==> src/rtl/pila_trig_if.sv <==
// Signal bundle between the J1-side controller and pila_trig.
// arm_i/abort_i are single-cycle requests; capture_o is a write strobe with no back-pressure.
interface pila_trig_if #(
  parameter int WIDTH     = 16,
  parameter int CNT_WIDTH = 16,
  parameter int DIV_WIDTH = 8
);
  logic                 arm_i;
  logic                 abort_i;
  logic [WIDTH-1:0]     trig_mask_i;
  logic [WIDTH-1:0]     trig_value_i;
  logic                 edge_en_i;
  logic [DIV_WIDTH-1:0] div_i;
  logic [CNT_WIDTH-1:0] count_i;
  logic [WIDTH-1:0]     probe_i;
  logic                 capture_o;
  logic [WIDTH-1:0]     data_o;
  logic                 buf_rst_o;
  logic [1:0]           state_o;
  logic                 done_o;
  logic [CNT_WIDTH-1:0] sample_count_o;

  modport master (
    output arm_i, abort_i, trig_mask_i, trig_value_i, edge_en_i, div_i, count_i, probe_i,
    input  capture_o, data_o, buf_rst_o, state_o, done_o, sample_count_o
  );

  modport slave (
    input  arm_i, abort_i, trig_mask_i, trig_value_i, edge_en_i, div_i, count_i, probe_i,
    output capture_o, data_o, buf_rst_o, state_o, done_o, sample_count_o
  );
endinterface

==> src/rtl/pila_trig.sv <==
// Trigger and sample-rate controller feeding the pila capture buffer:
// waits for a masked probe match, then emits count capture strobes every div+1 cycles.
module pila_trig #(
  parameter int WIDTH     = 16,
  parameter int CNT_WIDTH = 16,
  parameter int DIV_WIDTH = 8
) (
  input logic        cap_clk,
  input logic        rst_n,
  pila_trig_if.slave bus
);

  typedef enum logic [1:0] {
    S_IDLE    = 2'd0,
    S_ARMED   = 2'd1,
    S_CAPTURE = 2'd2,
    S_DONE    = 2'd3
  } state_e;

  state_e               state_q, state_d;
  logic [WIDTH-1:0]     mask_q, mask_d;
  logic [WIDTH-1:0]     value_q, value_d;
  logic                 edge_en_q, edge_en_d;
  logic [DIV_WIDTH-1:0] div_q, div_d;
  logic [DIV_WIDTH-1:0] div_cnt_q, div_cnt_d;
  logic [CNT_WIDTH-1:0] count_q, count_d;
  logic [CNT_WIDTH-1:0] remaining_q, remaining_d;
  logic [CNT_WIDTH-1:0] sample_cnt_q, sample_cnt_d;
  logic                 prev_match_q, prev_match_d;
  logic                 capture_q, capture_d;
  logic [WIDTH-1:0]     data_q, data_d;
  logic                 buf_rst_q, buf_rst_d;

  logic strobe;
  logic match;
  logic trigger;
  logic do_capture;

  always_comb begin
    state_d      = state_q;
    mask_d       = mask_q;
    value_d      = value_q;
    edge_en_d    = edge_en_q;
    div_d        = div_q;
    div_cnt_d    = div_cnt_q;
    count_d      = count_q;
    remaining_d  = remaining_q;
    sample_cnt_d = sample_cnt_q;
    prev_match_d = prev_match_q;
    data_d       = data_q;
    capture_d    = 1'b0;
    buf_rst_d    = 1'b0;
    do_capture   = 1'b0;
    trigger      = 1'b0;

    strobe = ((state_q == S_ARMED) || (state_q == S_CAPTURE)) && (div_cnt_q == '0);
    match  = ((bus.probe_i ^ value_q) & mask_q) == '0;

    if (bus.abort_i) begin
      // Abort beats everything, including a same-cycle arm; the sample count is kept for software.
      state_d = S_IDLE;
    end else begin
      unique case (state_q)
        S_IDLE, S_DONE: begin
          if (bus.arm_i) begin
            mask_d       = bus.trig_mask_i;
            value_d      = bus.trig_value_i;
            edge_en_d    = bus.edge_en_i;
            div_d        = bus.div_i;
            count_d      = (bus.count_i == '0) ? CNT_WIDTH'(1) : bus.count_i;
            sample_cnt_d = '0;
            prev_match_d = 1'b1;
            div_cnt_d    = '0;
            buf_rst_d    = 1'b1;
            state_d      = S_ARMED;
          end
        end
        S_ARMED: begin
          div_cnt_d = strobe ? div_q : div_cnt_q - DIV_WIDTH'(1);
          if (strobe) begin
            // prev_match starts at 1 so an already-matching probe cannot fire an edge trigger.
            trigger      = edge_en_q ? (match && !prev_match_q) : match;
            prev_match_d = match;
            if (trigger) begin
              do_capture  = 1'b1;
              remaining_d = count_q - CNT_WIDTH'(1);
              state_d     = (count_q == CNT_WIDTH'(1)) ? S_DONE : S_CAPTURE;
            end
          end
        end
        S_CAPTURE: begin
          div_cnt_d = strobe ? div_q : div_cnt_q - DIV_WIDTH'(1);
          if (strobe) begin
            do_capture  = 1'b1;
            remaining_d = remaining_q - CNT_WIDTH'(1);
            if (remaining_q == CNT_WIDTH'(1)) begin
              state_d = S_DONE;
            end
          end
        end
        default: state_d = S_IDLE;
      endcase
    end

    if (do_capture) begin
      capture_d    = 1'b1;
      data_d       = bus.probe_i;
      sample_cnt_d = (sample_cnt_q == '1) ? sample_cnt_q : sample_cnt_q + CNT_WIDTH'(1);
    end
  end

  always_ff @(posedge cap_clk) begin
    if (!rst_n) begin
      state_q      <= S_IDLE;
      mask_q       <= '0;
      value_q      <= '0;
      edge_en_q    <= 1'b0;
      div_q        <= '0;
      div_cnt_q    <= '0;
      count_q      <= '0;
      remaining_q  <= '0;
      sample_cnt_q <= '0;
      prev_match_q <= 1'b0;
      capture_q    <= 1'b0;
      data_q       <= '0;
      buf_rst_q    <= 1'b0;
    end else begin
      state_q      <= state_d;
      mask_q       <= mask_d;
      value_q      <= value_d;
      edge_en_q    <= edge_en_d;
      div_q        <= div_d;
      div_cnt_q    <= div_cnt_d;
      count_q      <= count_d;
      remaining_q  <= remaining_d;
      sample_cnt_q <= sample_cnt_d;
      prev_match_q <= prev_match_d;
      capture_q    <= capture_d;
      data_q       <= data_d;
      buf_rst_q    <= buf_rst_d;
    end
  end

  assign bus.capture_o      = capture_q;
  assign bus.data_o         = data_q;
  assign bus.buf_rst_o      = buf_rst_q;
  assign bus.state_o        = state_q;
  assign bus.done_o         = (state_q == S_DONE);
  assign bus.sample_count_o = sample_cnt_q;

endmodule

==> src/flat_wrapper.sv <==
// flat-port wrapper written by rule: the top's interface ports become plain ports
module pila_trig_flat 
#(
  parameter int WIDTH     = 16,
  parameter int CNT_WIDTH = 16,
  parameter int DIV_WIDTH = 8
)
  (cap_clk, rst_n, bus_arm_i, bus_abort_i, bus_trig_mask_i, bus_trig_value_i, bus_edge_en_i, bus_div_i, bus_count_i, bus_probe_i, bus_capture_o, bus_data_o, bus_buf_rst_o, bus_state_o, bus_done_o, bus_sample_count_o);
  pila_trig_if #(.WIDTH(WIDTH), .CNT_WIDTH(CNT_WIDTH), .DIV_WIDTH(DIV_WIDTH)) bus_i ();
  input logic cap_clk;
  input logic rst_n;
  input wire logic [$bits(bus_i.arm_i)-1:0] bus_arm_i;
  input wire logic [$bits(bus_i.abort_i)-1:0] bus_abort_i;
  input wire logic [$bits(bus_i.trig_mask_i)-1:0] bus_trig_mask_i;
  input wire logic [$bits(bus_i.trig_value_i)-1:0] bus_trig_value_i;
  input wire logic [$bits(bus_i.edge_en_i)-1:0] bus_edge_en_i;
  input wire logic [$bits(bus_i.div_i)-1:0] bus_div_i;
  input wire logic [$bits(bus_i.count_i)-1:0] bus_count_i;
  input wire logic [$bits(bus_i.probe_i)-1:0] bus_probe_i;
  output wire logic [$bits(bus_i.capture_o)-1:0] bus_capture_o;
  output wire logic [$bits(bus_i.data_o)-1:0] bus_data_o;
  output wire logic [$bits(bus_i.buf_rst_o)-1:0] bus_buf_rst_o;
  output wire logic [$bits(bus_i.state_o)-1:0] bus_state_o;
  output wire logic [$bits(bus_i.done_o)-1:0] bus_done_o;
  output wire logic [$bits(bus_i.sample_count_o)-1:0] bus_sample_count_o;
  assign bus_i.arm_i = bus_arm_i;
  assign bus_i.abort_i = bus_abort_i;
  assign bus_i.trig_mask_i = bus_trig_mask_i;
  assign bus_i.trig_value_i = bus_trig_value_i;
  assign bus_i.edge_en_i = bus_edge_en_i;
  assign bus_i.div_i = bus_div_i;
  assign bus_i.count_i = bus_count_i;
  assign bus_i.probe_i = bus_probe_i;
  assign bus_capture_o = bus_i.capture_o;
  assign bus_data_o = bus_i.data_o;
  assign bus_buf_rst_o = bus_i.buf_rst_o;
  assign bus_state_o = bus_i.state_o;
  assign bus_done_o = bus_i.done_o;
  assign bus_sample_count_o = bus_i.sample_count_o;
  pila_trig #(.WIDTH(WIDTH), .CNT_WIDTH(CNT_WIDTH), .DIV_WIDTH(DIV_WIDTH)) u_core (.cap_clk(cap_clk), .rst_n(rst_n), .bus(bus_i));
endmodule
==> config.mk <==
export PLATFORM = sky130hd
export DESIGN_NAME = pila_trig_flat
export DESIGN_NICKNAME = d
export VERILOG_FILES = /design/src/rtl/pila_trig_if.sv /design/src/rtl/pila_trig.sv /design/src/flat_wrapper.sv
export SDC_FILE = /design/constraint.sdc
export NUM_CORES = 1
export LEC_CHECK = 0
export ABC_AREA = 1
export BUFFER_PORTS_ARGS = -buffer_cell sky130_fd_sc_hd__buf_2
export CORE_MARGIN = 8
export CORE_UTILIZATION = 45
export CTS_CLUSTER_DIAMETER = 120
export CTS_CLUSTER_SIZE = 30
export DETAILED_ROUTE_END_ITERATION = 8
export PLACE_DENSITY = 0.67
export SLEW_MARGIN = 20
export SYNTH_ARGS = -nofsm -noshare
export SYNTH_HDL_FRONTEND = slang
export SYNTH_SLANG_ARGS = --single-unit
==> constraint.sdc <==
create_clock -name cap_clk -period 2.2 [get_ports cap_clk]
set_input_delay 0.22 -clock cap_clk [delete_from_list [all_inputs] [get_ports cap_clk]]
set_output_delay 0.22 -clock cap_clk [all_outputs]
set_load 0.03 [all_outputs]
==> results of run 1 <==
synthesized netlist by cell type (all sizes together), types with 2 or more instances:
library cell	n
nand3	44
clkinv	2
xnor2	4
a211oi	5
nand3b	2
nor2	192
nor3	13
clkbuf	24
ha	10
a31oi	9
or2	2
o21ai	96
xor2	15
nand2	167
dfxtp	118
nand4	15
buf	12
o211ai	2
a21oi	69
nor4	8
inv	101
o221ai	3
o31ai	4
worst paths after layout:
path	start	to	slack, ps	depth (start not counted)
worst min-delay path	bus_trig_mask_i[7]	u_core.mask_q[7]	20	3
worst min register to register	u_core.div_cnt_q[0]	u_core.div_cnt_q[0]	460	2
worst max register to register	u_core.bus.sample_count_o[1]	u_core.bus.sample_count_o[5]	110	11
worst max-delay path	u_core.bus.sample_count_o[1]	u_core.bus.sample_count_o[5]	110	11
layout make-up:
| class | instances | area share (%) |
|---|---|---|
| multi-input combinational | 665 | 43.6 |
| clock inverter | 9 | 1.37 |
| clock buffer | 21 | 6.28 |
| tap | 176 | 2.94 |
| sequential | 118 | 31.5 |
| inverter | 103 | 5.24 |
| timing repair buffer | 124 | 9.08 |
per-layer routing:
metal,track usage (%),wire (um),up-vias
met2,29.0,7400,172
li1,-,-,3210
met1,23.7,7790,2728
met5,0,0,-
met4,5.55,193,0
met3,5.68,1000,16
flip-flops by register name, summed over array words and instances (netlist names), 8 cells and up:
register	cells
u_core.bus.data_o	16
u_core.bus.sample_count_o	16
u_core.count_q	16
u_core.mask_q	16
u_core.remaining_q	16
u_core.value_q	16
u_core.div_cnt_q	8
u_core.div_q	8
what timing repair did:
| action | in CTS | in global routing |
|---|---|---|
| hold endpoints to repair | 0 | 0 |
| endpoints found under the setup margin | 0 | 43 |
| resized for setup | 0 | 11 |
| hold buffers | 0 | 0 |
through the flow:
stage          instances  worst slack [ps]  setup TNS [ps]  instance area [sq um]
2_1_floorplan        922              81.9               0                   6140
3_3_place_gp        1186              98.3               0                   6880
3_5_place_dp        1186              54.9               0                   6880
4_1_cts             1216              40.8               0                   7450
5_1_grt             1216             -11.4           -24.9                   7500
6_report            1216               111               0                   7500
critical path: stages (launching register included):
cell	delay [ps]
dfxtp_1	410
ha_1	240
nand2_2	110
nor3_4	240
nand2_1	90
nor2_2	200
nand3_2	190
buf_4	240
nand3_1	120
nand2_1	60
nand2_1	60
nor2_1	40
cell families (layout without fill, tap and decap cells):
family,Yosys count,in the layout
XOR/XNOR,19,19
buffers and inverters,139,257
AO/OA/AOI/OAI,192,192
adder cells (fa/ha/maj),10,10
AND/OR/NAND/NOR,444,444
flip-flops,118,118
power groups by stage:
stage | Clock (uW) | Combinational, uW | Sequential, uW
after CTS | 2720 | 937 | 2330
after global placement | 0 | 929 | 2370
after global routing | 2800 | 1090 | 2340
after floorplan | 0 | 673 | 2360
after detailed placement | 0 | 930 | 2370
final | 2690 | 948 | 2330
==> impl_results.md, run 1 <==
- Critical Path AT: 2400 ps
- Clk Latency, worst-skew pair: 420 ps
- Number of DRC markers in iteration 0: 532
- FF/Latch Area: around 2400 sq um
- Grt total ovfl: 0
- Sink Count: 118
- Fillers: 1,287
- Slew headroom: 55.1%
- Via density per instance: 5.04
- Sequential share of the synthesized area: 38.5%
- Endpoints failing hold: 0
- Max-cap violation count: 0
- Worst-Margin Slew: 673 ps
- Routability cong.: 0.853
- Width of the die: ~130 um
- Synth Net Count: roughly 1,000
- RSZ-0062 raised after global routing: yes
- Fmax: 0.479 GHz
- Seq pwr share: 39.0%
- Top-Level Pins: around 110
- Longest Clk Path Bufs: 2
- Drt first pass iters: 5
- Synth warnings: 0
- Clock power share: 45.1%
- Worst hold path type: input port to register
- Nets: 1,116
- Startpoint types: register
- First-pass GRT wire length: 27,100 um
- Largest net degree at the start of global routing: 74
- Detail Route Antenna Nets: 0
- Nature of the critical path endpoint: register
- Cells after synthesis: 922
- Die area: 17,600 sq um
- Final WL: 16,400 um
- Post-layout min period: 2090 ps
- Postcts setup bufs: 0
- Synth unique cells: 42
- Area delta synth->final: 22.0%
- Leakage: 0.00350 uW
- Wire length per cell: ~13 um
- Commonest non-fill, non-tap cell in the layout: nor2_1
- Vias in the first global route: 5,691
- Final Max Tran Viols: 0
- P per Cell Area: just under 800 nW/um^2
- Clk slew on worst S/H paths: 50 ps
- Mean area per synthesized cell: 6.66 sq um
- Main combinational cell family by area after synthesis: simple AND/OR/NAND/NOR gates
- Share of the synthesized area in the top cell type: roughly 38%
- Post-synthesis compound-gate area fraction: 17.0%
- Remaining DRCs: 0
- Post-Synth Adder-Cell Area: 2.04%
- Final HPWL DP: 11,700 um
- Post-synthesis mux area share: 0%
- Setup violations, final: 0
- Synth top area cells: dfxtp_1 38%, nor2_1 11%, nand2_1 10%
- Post-synthesis simple-gate area fraction: between 30% and 40%
- Cell Rows: 42
- Status: complete, no violations
- Sw frac: between 20 and 30%
- CP required: 2510 ps
- Synthesized area: 6140 sq um
- Fraction of layout cells with a size suffix above 1: ~18%
- Post-synthesis async set-or-reset flop share: 0%
- Starting Density: 46.2%
- Initial antenna violation count: 0
- Core area: ~13,000 sq um
- XOR/XNOR Fraction of Synth Area: 2.71%
- Multi-input gate area: 3270 sq um
- Final hold slack: 24.7 ps
- Floorplan die height: roughly 130 um
- VDD IR max: 0.588 mV
- IO Port Bufs: 113
- Final Cycle Share: roughly 95%
- Post-synth EDFFs: 0
- Critical-path maximum fanout: 13
- Clock skew: around 6.4 ps
- Post-synth top area cell: dfxtp_1
- Design Power: 5970 uW
- CTS tree: done
- Antenna Diode Count: 0
- Top FF cell, synth: dfxtp_1
- Root Driver: clkbuf_16
- Gr usage total: between 10% and 20%
- Comb pwr share: between 10% and 20%
- Int Pwr: 4330 uW
- Layout Utilization: between 50 and 60%
- Crit path kind: register to register
- Number of CTS-inserted buffers: 17
- Yosys reg bits: 118
- Via count: 6,126
- Net Switching: 1640 uW
- Most frequent cells in the layout: 187 x nor2_1, 161 x nand2_1, 118 x dfxtp_1, 113 x buf_2, 95 x inv_1
- CTS HTree Levels: 4
Note: power is estimated with default switching activity, not from simulation.
==> inputs of run 2 (changes only) <==
--- a/config.mk
+++ b/config.mk
@@ -9,6 +9,7 @@
 export BUFFER_PORTS_ARGS = -buffer_cell sky130_fd_sc_hd__buf_2
 export CORE_MARGIN = 8
 export CORE_UTILIZATION = 45
+export CTS_BUF_LIST = sky130_fd_sc_hd__clkbuf_8
 export CTS_CLUSTER_DIAMETER = 120
 export CTS_CLUSTER_SIZE = 30
 export DETAILED_ROUTE_END_ITERATION = 8
==> run 2 against run 1 <==
Core utilization increased by 0.54 points. Critical path depth unchanged. Hold slack got worse by 9.3 ps. Wire length increased by 0.99%. Total power decreased by 12%. Global-route usage increased by 0.24 points. Fmax decreased by 0.59%. Highest routed layer unchanged.
==> impl_results.md, run 2 (synthesized netlist as in run 1, its figures left out) <==
- Remaining DRCs: 0 (unchanged)
- CTS tree: done
- Final HPWL DP: 11,700 um (unchanged)
- Worst-Margin Slew: 668 ps (-5.70 ps)
- Wire length per cell: 13.3 um (-1.0%)
- Detail Route Antenna Nets: 0 (unchanged)
- Nets: 1,141 (+2.2%)
- IO Port Bufs: 113 (unchanged)
- Antenna Diode Count: 0 (unchanged)
- Sw frac: 29.5% (+2.1 points)
- Cell Rows: 42 (unchanged)
- Root Driver: clkbuf_8
- Commonest non-fill, non-tap cell in the layout: nor2_1
- Die area: 17,600 sq um (unchanged)
- Clock power share: 36.8% (-8.3 points)
- Starting Density: 46.2% (unchanged)
- Largest net degree at the start of global routing: 74 (unchanged)
- Multi-input gate area: 3270 sq um (+0.23%)
- Via density per instance: 4.96 (-1.6%)
- Critical-path maximum fanout: 13 (unchanged)
- Area delta synth->final: 23.2%
- Drt first pass iters: 5 (unchanged)
- Fmax: 0.476 GHz (-0.59%)
- Non-Filler Instances: 1,241 (+2.1%)
- Postcts setup bufs: 0 (unchanged)
- RSZ-0062 raised after global routing: yes
- Crit path kind: register to register
- Fillers: 1,278 (-0.70%)
- Worst hold path type: input port to register
- Vias in the first global route: 5,739 (+0.84%)
- Clk slew on worst S/H paths: 70 ps (+20 ps)
- Endpoints failing hold: 0 (unchanged)
- Initial antenna violation count: 0 (unchanged)
- CP required: 2540 ps (+30 ps)
- CTS HTree Levels: 4 (unchanged)
- Number of DRC markers in iteration 0: 483 (-9.2%)
- Final instance area: 7570 sq um (+0.95%)
- Gr usage total: 18.7% (+0.24 points)
- Longest Clk Path Bufs: 2 (unchanged)
- R2r startpoint: u_core.bus.sample_count_o[1]
- Sink Count: 118 (unchanged)
- Seq pwr share: 44.4% (+5.4 points)
- Nature of the critical path endpoint: register
- Slew headroom: 55.5% (+0.38 points)
- Width of the die: 133 um (unchanged)
- Routability cong.: 0.853 (unchanged)
- Net Switching: 1550 uW (-5.5%)
- CP startpoint: u_core.bus.sample_count_o[1]
- Cell count after placement: 1,186 (unchanged)
- Int Pwr: 3690 uW (-15%)
- Most frequent cells in the layout: 187 x nor2_1, 160 x nand2_1, 118 x dfxtp_1, 113 x buf_2, 96 x inv_1
- Floorplan die height: 133 um (unchanged)
- Critical Path AT: 2440 ps (+40 ps)
- Design Power: 5240 uW (-12%)
- Clock skew: 7.75 ps (+1.35 ps)
- Max-cap violation count: 0 (unchanged)
- Grt total ovfl: 0 (unchanged)
- Core area: 13,300 sq um (unchanged)
- Via count: 6,155 (+0.47%)
- Leakage: 0.00352 uW (+0.56%)
- Final WL: 16,500 um (+0.99%)
- Number of CTS-inserted buffers: 17 (unchanged)
- Top-Level Pins: 114 (unchanged)
- Setup violations, final: 0 (unchanged)
- Fraction of layout cells with a size suffix above 1: 17.4% (-0.32 points)
- Status: complete, no violations
- Dpl cell area: 6880 sq um (unchanged)
- VDD IR max: 0.379 mV (-35%)
- Clk Latency, worst-skew pair: 440 ps (+20 ps)
- Final Max Tran Viols: 0 (unchanged)
- FF/Latch Area: 2360 sq um (unchanged)
- First-pass GRT wire length: 27,400 um (+1.1%)
- Comb pwr share: 18.9% (+3.0 points)
- Hold Startpoint: bus_trig_mask_i[3]
- Post-layout min period: 2100 ps (+12.4 ps)
- Startpoint types: register
- P per Cell Area: 693 nW/um^2 (-13%)
- Final hold slack: 15.4 ps (-9.31 ps)
- Final Cycle Share: 95.5% (+0.57 points)
-- run 2: routing by layer --
| metal | global-route usage [%] | up-vias | part of all wire, % |
|---|---|---|---|
| met1 | 23.9 | 2724 | 48 |
| met4 | 6.44 | 0 | 1.6 |
| met2 | 29.2 | 147 | 45 |
| met5 | 0 | - | 0 |
| li1 | - | 3262 | - |
| met3 | 5.83 | 22 | 5.4 |
-- run 2: final cells by class --
type	count	share of cell area [%]
Sequential cell	118	31.2
Clock buffer	20	3.64
Inverter	103	5.26
Multi-Input combinational cell	665	43.3
Clock inverter	10	1.41
Timing Repair Buffer	149	12.3
Tap cell	176	2.91
-- run 2: worst paths after layout --
path,slack [ps],to,cells after the start
worst max-delay path,100,u_core.bus.sample_count_o[5],11
worst min-delay path,20,u_core.mask_q[3],3
worst max register to register,100,u_core.bus.sample_count_o[5],11
worst min register to register,460,u_core.div_cnt_q[0],2
-- run 2: critical path, cell delays in order (launching register included) --
cell	delay, ps
dfxtp_1	410
ha_1	240
nand2_2	110
nor3_4	230
nand2_1	90
nor2_2	200
nand3_2	190
buf_4	230
nand3_1	130
nand2_1	60
nand2_1	60
nor2_1	40
-- run 2: stage by stage --
step,setup WS [ps],utilization (%),setup TNS (ps)
6_report,98.2,56.9,0
5_1_grt,-8.18,56.9,-11.9
4_1_cts,47.5,56.5,0
3_5_place_dp,54.9,51.7,0
3_3_place_gp,98.3,51.7,0
2_1_floorplan,81.9,-,0
-- run 2: power groups by stage --
| stage | clock, uW | sequential, uW | combinational (uW) |
|---|---|---|---|
| final | 1930 | 2320 | 988 |
| after detailed placement | 0 | 2370 | 930 |
| after global placement | 0 | 2370 | 929 |
| after floorplan | 0 | 2360 | 673 |
| after global routing | 2050 | 2340 | 1130 |
| after CTS | 1970 | 2320 | 970 |
-- run 2: timing repair --
item / 4_1_cts / 5_1_grt
hold buffers: 25 / 0
hold endpoints to repair: 25 / 0
endpoints found under the setup margin: 0 / 41
gates resized for setup: 0 / 15
